File: src/rtl/up_pkg.sv
// up_pkg: shared constants and types for the up register-file micro-sequencer.
//   - opcode encodings (OP_NOP..OP_BCAST); 0xC..0xF are reserved/illegal
//   - instruction field positions and a decode helper
//   - sequencer state encoding
//   - WR_ALL: write select that hits all four registers at once
package up_pkg;

  localparam logic [3:0] OP_NOP   = 4'h0;
  localparam logic [3:0] OP_LDI   = 4'h1;
  localparam logic [3:0] OP_MOV   = 4'h2;
  localparam logic [3:0] OP_ADD   = 4'h3;
  localparam logic [3:0] OP_SUB   = 4'h4;
  localparam logic [3:0] OP_AND   = 4'h5;
  localparam logic [3:0] OP_OR    = 4'h6;
  localparam logic [3:0] OP_XOR   = 4'h7;
  localparam logic [3:0] OP_NOT   = 4'h8;
  localparam logic [3:0] OP_SHL   = 4'h9;
  localparam logic [3:0] OP_SHR   = 4'hA;
  localparam logic [3:0] OP_BCAST = 4'hB;

  // rb and imm overlap on purpose: [7:6] is both rb and the top of imm.
  localparam int OPC_HI = 15, OPC_LO = 12;
  localparam int RD_HI  = 11, RD_LO  = 10;
  localparam int RA_HI  = 9,  RA_LO  = 8;
  localparam int RB_HI  = 7,  RB_LO  = 6;
  localparam int IMM_HI = 7,  IMM_LO = 0;

  localparam logic [2:0] WR_ALL = 3'b100;

  typedef enum logic [1:0] {
    S_IDLE = 2'd0,
    S_READ = 2'd1,
    S_EXEC = 2'd2,
    S_WB   = 2'd3
  } state_t;

  typedef struct packed {
    logic [3:0] opc;
    logic [1:0] rd;
    logic [1:0] ra;
    logic [1:0] rb;
    logic [7:0] imm;
  } instr_t;

  function automatic instr_t decode(input logic [15:0] w);
    instr_t d;
    d.opc = w[OPC_HI:OPC_LO];
    d.rd  = w[RD_HI:RD_LO];
    d.ra  = w[RA_HI:RA_LO];
    d.rb  = w[RB_HI:RB_LO];
    d.imm = w[IMM_HI:IMM_LO];
    return d;
  endfunction

endpackage

File: src/rtl/up_alu.sv
// up_alu: combinational ALU for the up sequencer.
//   opc     in  opcode
//   op_a    in  operand A (captured register read A)
//   op_b    in  operand B (captured register read B)
//   imm     in  8-bit immediate
//   res     out result, truncated to DATA_W
//   carry   out carry (ADD), borrow (SUB), shifted-out bit (SHL/SHR), else 0
//   illegal out opcode is reserved (0xC..0xF); res/carry are 0 then
module up_alu
  import up_pkg::*;
#(
  parameter int DATA_W = 8
) (
  input  logic [3:0]        opc,
  input  logic [DATA_W-1:0] op_a,
  input  logic [DATA_W-1:0] op_b,
  input  logic [7:0]        imm,
  output logic [DATA_W-1:0] res,
  output logic              carry,
  output logic              illegal
);

  logic [DATA_W:0] wide;

  always_comb begin
    wide    = '0;
    res     = '0;
    carry   = 1'b0;
    illegal = 1'b0;
    unique case (opc)
      OP_NOP:   ;
      OP_LDI:   res = DATA_W'(imm);
      OP_MOV:   res = op_a;
      OP_ADD: begin
        wide  = {1'b0, op_a} + {1'b0, op_b};
        res   = wide[DATA_W-1:0];
        carry = wide[DATA_W];
      end
      OP_SUB: begin
        // Top bit of the widened difference is the borrow.
        wide  = {1'b0, op_a} - {1'b0, op_b};
        res   = wide[DATA_W-1:0];
        carry = wide[DATA_W];
      end
      OP_AND:   res = op_a & op_b;
      OP_OR:    res = op_a | op_b;
      OP_XOR:   res = op_a ^ op_b;
      OP_NOT:   res = ~op_a;
      OP_SHL: begin
        res   = {op_a[DATA_W-2:0], 1'b0};
        carry = op_a[DATA_W-1];
      end
      OP_SHR: begin
        res   = {1'b0, op_a[DATA_W-1:1]};
        carry = op_a[0];
      end
      OP_BCAST: res = DATA_W'(imm);
      default:  illegal = 1'b1;
    endcase
  end

endmodule

File: src/rtl/up_seq.sv
// up_seq: micro-sequencer driving the 4x8 "up" register file.
// One instruction per valid/ready handshake, four cycles each:
// IDLE (accept) -> READ (drive selects, capture operands) -> EXEC -> WB.
//   clk, rst        clock / synchronous active-high reset
//   instr_valid/ready, instr   instruction handshake
//   rf_sel_a/b, rf_data_a/b    register-file read ports (data is combinational)
//   rf_sel_write, rf_we, rf_data_in   register-file write port
//   done            one-cycle retire pulse (WB)
//   result, flag_z, flag_c     last retired value and flags
//   err             high in WB of an illegal opcode
module up_seq
  import up_pkg::*;
#(
  parameter int DATA_W  = 8,
  parameter int INSTR_W = 16
) (
  input  logic               clk,
  input  logic               rst,
  input  logic               instr_valid,
  output logic               instr_ready,
  input  logic [INSTR_W-1:0] instr,
  output logic [1:0]         rf_sel_a,
  output logic [1:0]         rf_sel_b,
  input  logic [DATA_W-1:0]  rf_data_a,
  input  logic [DATA_W-1:0]  rf_data_b,
  output logic [2:0]         rf_sel_write,
  output logic               rf_we,
  output logic [DATA_W-1:0]  rf_data_in,
  output logic               done,
  output logic [DATA_W-1:0]  result,
  output logic               flag_z,
  output logic               flag_c,
  output logic               err
);

  state_t              state, state_nx;
  logic [INSTR_W-1:0]  instr_q;
  logic [DATA_W-1:0]   op_a, op_b, res_q, alu_res;
  logic                c_q, ill_q, alu_c, alu_ill;
  instr_t              dec;

  assign dec = decode(instr_q);

  up_alu #(.DATA_W(DATA_W)) u_alu (
    .opc     (dec.opc),
    .op_a    (op_a),
    .op_b    (op_b),
    .imm     (dec.imm),
    .res     (alu_res),
    .carry   (alu_c),
    .illegal (alu_ill)
  );

  always_ff @(posedge clk) begin
    if (rst) begin
      state   <= S_IDLE;
      instr_q <= '0;
      op_a    <= '0;
      op_b    <= '0;
      res_q   <= '0;
      c_q     <= 1'b0;
      ill_q   <= 1'b0;
      result  <= '0;
      flag_z  <= 1'b0;
      flag_c  <= 1'b0;
    end else begin
      state <= state_nx;
      unique case (state)
        S_IDLE: if (instr_valid) instr_q <= instr;
        S_READ: begin
          op_a <= rf_data_a;
          op_b <= rf_data_b;
        end
        S_EXEC: begin
          res_q <= alu_res;
          c_q   <= alu_c;
          ill_q <= alu_ill;
        end
        S_WB: if (!ill_q) begin
          result <= res_q;
          flag_z <= (res_q == '0);
          flag_c <= c_q;
        end
        default: ;
      endcase
    end
  end

  always_comb begin
    state_nx     = state;
    instr_ready  = 1'b0;
    rf_sel_a     = '0;
    rf_sel_b     = '0;
    rf_sel_write = '0;
    rf_we        = 1'b0;
    rf_data_in   = '0;
    done         = 1'b0;
    err          = 1'b0;
    unique case (state)
      S_IDLE: begin
        instr_ready = 1'b1;
        if (instr_valid) state_nx = S_READ;
      end
      S_READ: begin
        rf_sel_a = dec.ra;
        rf_sel_b = dec.rb;
        state_nx = S_EXEC;
      end
      S_EXEC: state_nx = S_WB;
      S_WB: begin
        done       = 1'b1;
        err        = ill_q;
        rf_data_in = res_q;
        // NOP retires without touching the register file.
        if (!ill_q && dec.opc != OP_NOP) begin
          rf_we        = 1'b1;
          rf_sel_write = (dec.opc == OP_BCAST) ? WR_ALL : {1'b0, dec.rd};
        end
        state_nx = S_IDLE;
      end
      default: state_nx = S_IDLE;
    endcase
  end

endmodule

File: config.mk
export PLATFORM = sky130hd
export DESIGN_NAME = up_seq
export DESIGN_NICKNAME = d
export VERILOG_FILES = /design/src/rtl/up_pkg.sv /design/src/rtl/up_alu.sv /design/src/rtl/up_seq.sv
export SDC_FILE = /design/constraint.sdc
export NUM_CORES = 1
export LEC_CHECK = 0
export BUFFER_PORTS_ARGS = -buffer_cell sky130_fd_sc_hd__buf_2
export CAP_MARGIN = 30
export CORE_UTILIZATION = 34
export DETAILED_ROUTE_END_ITERATION = 12
export GPL_ROUTABILITY_DRIVEN = 0
export PLACE_DENSITY = 0.63
export SLEW_MARGIN = 40
export SYNTH_ARGS = -nofsm -noshare
export SYNTH_HDL_FRONTEND = slang
export SYNTH_SLANG_ARGS = --single-unit
File: constraint.sdc
create_clock -name clk -period 2.52 [get_ports clk]
set_input_delay 0.378 -clock clk [delete_from_list [all_inputs] [get_ports clk]]
set_output_delay 0.378 -clock clk [all_outputs]
set_load 0.1 [all_outputs]
==> results by group <==
Outcome
  • Status: finished, final reports clean

CTS
  • CTS Buffer Depth: 2
  • H-tree levels: 2
  • Clk sinks: 54
  • Clock root buffer: clkbuf_8
  • Worst-Skew Late Latency: 330 ps
  • Total CTS buffers: 5
  • Clk slew on worst S/H paths: 120 ps
  • TritonCTS clock tree: yes
  • Post-CTS Resized: 0
  • Hold Buf Count CTS: 0
  • Postcts setup bufs: 0

Worst hold path
  • Hold path depth: 3
  • Hold endpoint: instr_q[12]
  • Min-Delay Path Class: primary input to flop
  • Hold Crit Start: instr[12]

Synth
  • Synthesized cell area: 3800 um^2
  • Avg Cell Area, Syn: 7.70 um^2
  • Register bit count reported by yosys: 54
  • Register area share after synthesis: 28.4%
  • Top cell type's share of synthesized area: 28.4%
  • FFs w/ async S/R, synth: 0%
  • Synthesis Warnings: 0
  • Mapped Cells: 494
  • Post-Syn Nets: 559
  • Post-synth EDFFs: 0
  • Top_reg_cell synth: dfxtp_1
  • Synth cell types: 69
  • Yosys top cell by area: dfxtp_1
  • Synth area leaders: dfxtp_1 28%, ha_1 9.2%, nand2_1 7.5%

Setup path
  • Cells on worst reg2reg path: 9
  • Worst setup path category: flop to output port
  • CP max stage delay: 440 ps
  • RR Endpoint: res_q[4]
  • CP cell instances: ha_2, nand2b_1, a21oi_4, buf_2
  • CP Data Required Time: 2140 ps
  • Critical path endpoint category: output port
  • Crit path launch type: flop
  • Crit Path Max Fanout: 12
  • R2R Setup Slk: 240 ps
  • CP Data Arrival Time: 1910 ps
  • Worst-path cell with the longest stage delay: buf_2
  • Worst R2R Start: op_a[0]

Timing
  • Final count of pins violating max slew: 0
  • FMAX: 437 MHz
  • Worst Max-Slew Pin Slew: 630 ps
  • Final min period: 2290 ps
  • Count of final hold-check violations: 0
  • RSZ-0062 raised after global routing: no
  • Final setup vio count: 0
  • Final TNS setup: 0 ps
  • Slew headroom: 58.0%
  • Setup Skew: 12.3 ps
  • Hold Slack: 276 ps
  • Crit share post-route: 90.8%

Die
  • DIE HEIGHT: 108 um
  • Core area: 10,900 um^2
  • Initial Utilization: 34.9%
  • Die width: 108 um
  • Row cnt: 38
  • DIE AREA: 11,600 um^2
  • # IOs: 64

GRT
  • Pin count of the biggest net entering global routing: 29
  • Total track usage: 20.3%
  • Antenna violations before repair: 0
  • Vias in the first global route: 3,635
  • GR Overflow Total: 0
  • Global-route wire length before repair: 18,500 um

Power
  • Power per cell area: 876 nW/um^2
  • Peak supply drop: 757 uV
  • Leakage power total: 1.84 nW

Routing
  • Via density: 5.52
  • DRC: 0
  • Post-DRT Antenna Nets: 0
  • Initial DRC Count: 386
  • Drt wl/cell: 16.4 um
  • Routed via count: 3,841
  • Drt pass-1 iters: 6
  • Routed WL: 11,400 um

Finish
  • Fill count: 1,137
  • Final Net Count: 620
  • Area Overhead vs Synth: 19.5%
  • FF+latch area: 1080 um^2
  • Multi-input combinational cell area: 2490 um^2
  • Layout cells sized above 1: 21.2%
  • Antenna cells: 0
  • Commonest non-fill, non-tap cells in the layout: 76 x nand2_1, 56 x buf_2, 54 x dfxtp_1, 53 x a21oi_1, 39 x nor2_1
  • Most common cell after layout, fill and taps aside: nand2_1

Placement
  • DPL Wire Length: 8700 um
  • Buffers added on ports: 63

Run
  • Max Cap Viol: 0
power by group:
group / switching [mW] / leakage (nW) / internal (mW)
clock: 0.337 / 0.0502 / 0.207
sequential: 0.164 / 0.440 / 0.996
combinational: 1.41 / 1.35 / 0.867
total: 1.91 / 1.84 / 2.07
final cells by class:
cell class                 count  share of cell area [%]
timing repair buffer          87                    13.2
tap                          140                    3.85
multi-input combinational    380                    54.8
clock buffer                   5                    1.51
sequential                    54                    23.8
clock inverter                 3                   0.633
inverter                      27                    2.23
registers in the layout (all words and copies together) (netlist names):
register	flops
c_q	1
flag_c	1
flag_z	1
ill_q	1
instr_q	16
op_a	8
op_b	8
res_q	8
result	8
state	2
worst max-delay path, delay by kind of cell, from the launching register on:
| kind | cells | cell delay [ps] |
|---|---|---|
| AO/OA/AOI/OAI | 1 | 170 |
| adder cells (fa/ha/maj) | 1 | 330 |
| buffers and inverters | 1 | 440 |
| AND/OR/NAND/NOR | 1 | 230 |
| flip-flops | 1 | 410 |
cells in the mapped netlist, types with 5 or more instances:
master / number
a211oi_1: 5
a21oi_1: 54
a22oi_1: 6
a31oi_1: 8
and2_1: 16
buf_2: 10
clkbuf_1: 18
dfxtp_1: 54
ha_1: 28
inv_1: 26
mux2i_1: 17
nand2_1: 76
nand2b_1: 7
nand3_1: 6
nor2_1: 39
nor2b_1: 12
nor3_1: 12
o21ai_0: 14
o21ai_1: 5
o22ai_1: 5
metal layers:
| metal | vias to the layer above | track usage (%) | wire length (um) |
|---|---|---|---|
| li1 | 1845 | - | - |
| met1 | 1766 | 26.6 | 4900 |
| met2 | 190 | 32.8 | 5280 |
| met3 | 40 | 4.06 | 927 |
| met4 | 0 | 7.44 | 297 |
| met5 | - | 0 | 0 |
logic make-up after synthesis:
| group | Yosys count | synth area share, % |
|---|---|---|
| AO/OA/AOI/OAI | 134 | 23.4 |
| buffers and inverters | 60 | 6.74 |
| adder cells (fa/ha/maj) | 30 | 10.3 |
| AND/OR/NAND/NOR | 190 | 24.0 |
| XOR/XNOR | 4 | 1.12 |
| multiplexers | 22 | 6.05 |
| flip-flops | 54 | 28.4 |
metrics by stage:
stage	cell area [um^2]	instances	power, mW	utilization, %	setup WS [ps]
4_1_cts	4550	696	3.97	41.8	223
6_report	4550	696	3.98	41.8	232
3_5_place_dp	4450	688	3.42	40.9	311
2_1_floorplan	3830	494	2.85	-	2.32
3_3_place_gp	4450	688	3.38	40.9	356
5_1_grt	4550	696	4.27	41.8	28.7
how the worst max path moves through the flow:
stage                   from         endpoint  cells past startpoint
detailed placement   op_a[0]         res_q[6]                      9
global route         op_a[0]         res_q[6]                      8
global placement     op_a[0]         res_q[6]                      9
finish              state[1]            rf_we                      4
CTS                 state[1]            rf_we                      4
floorplan           state[0]  rf_sel_write[2]                      4
Note: power is estimated with default switching activity, not from simulation.
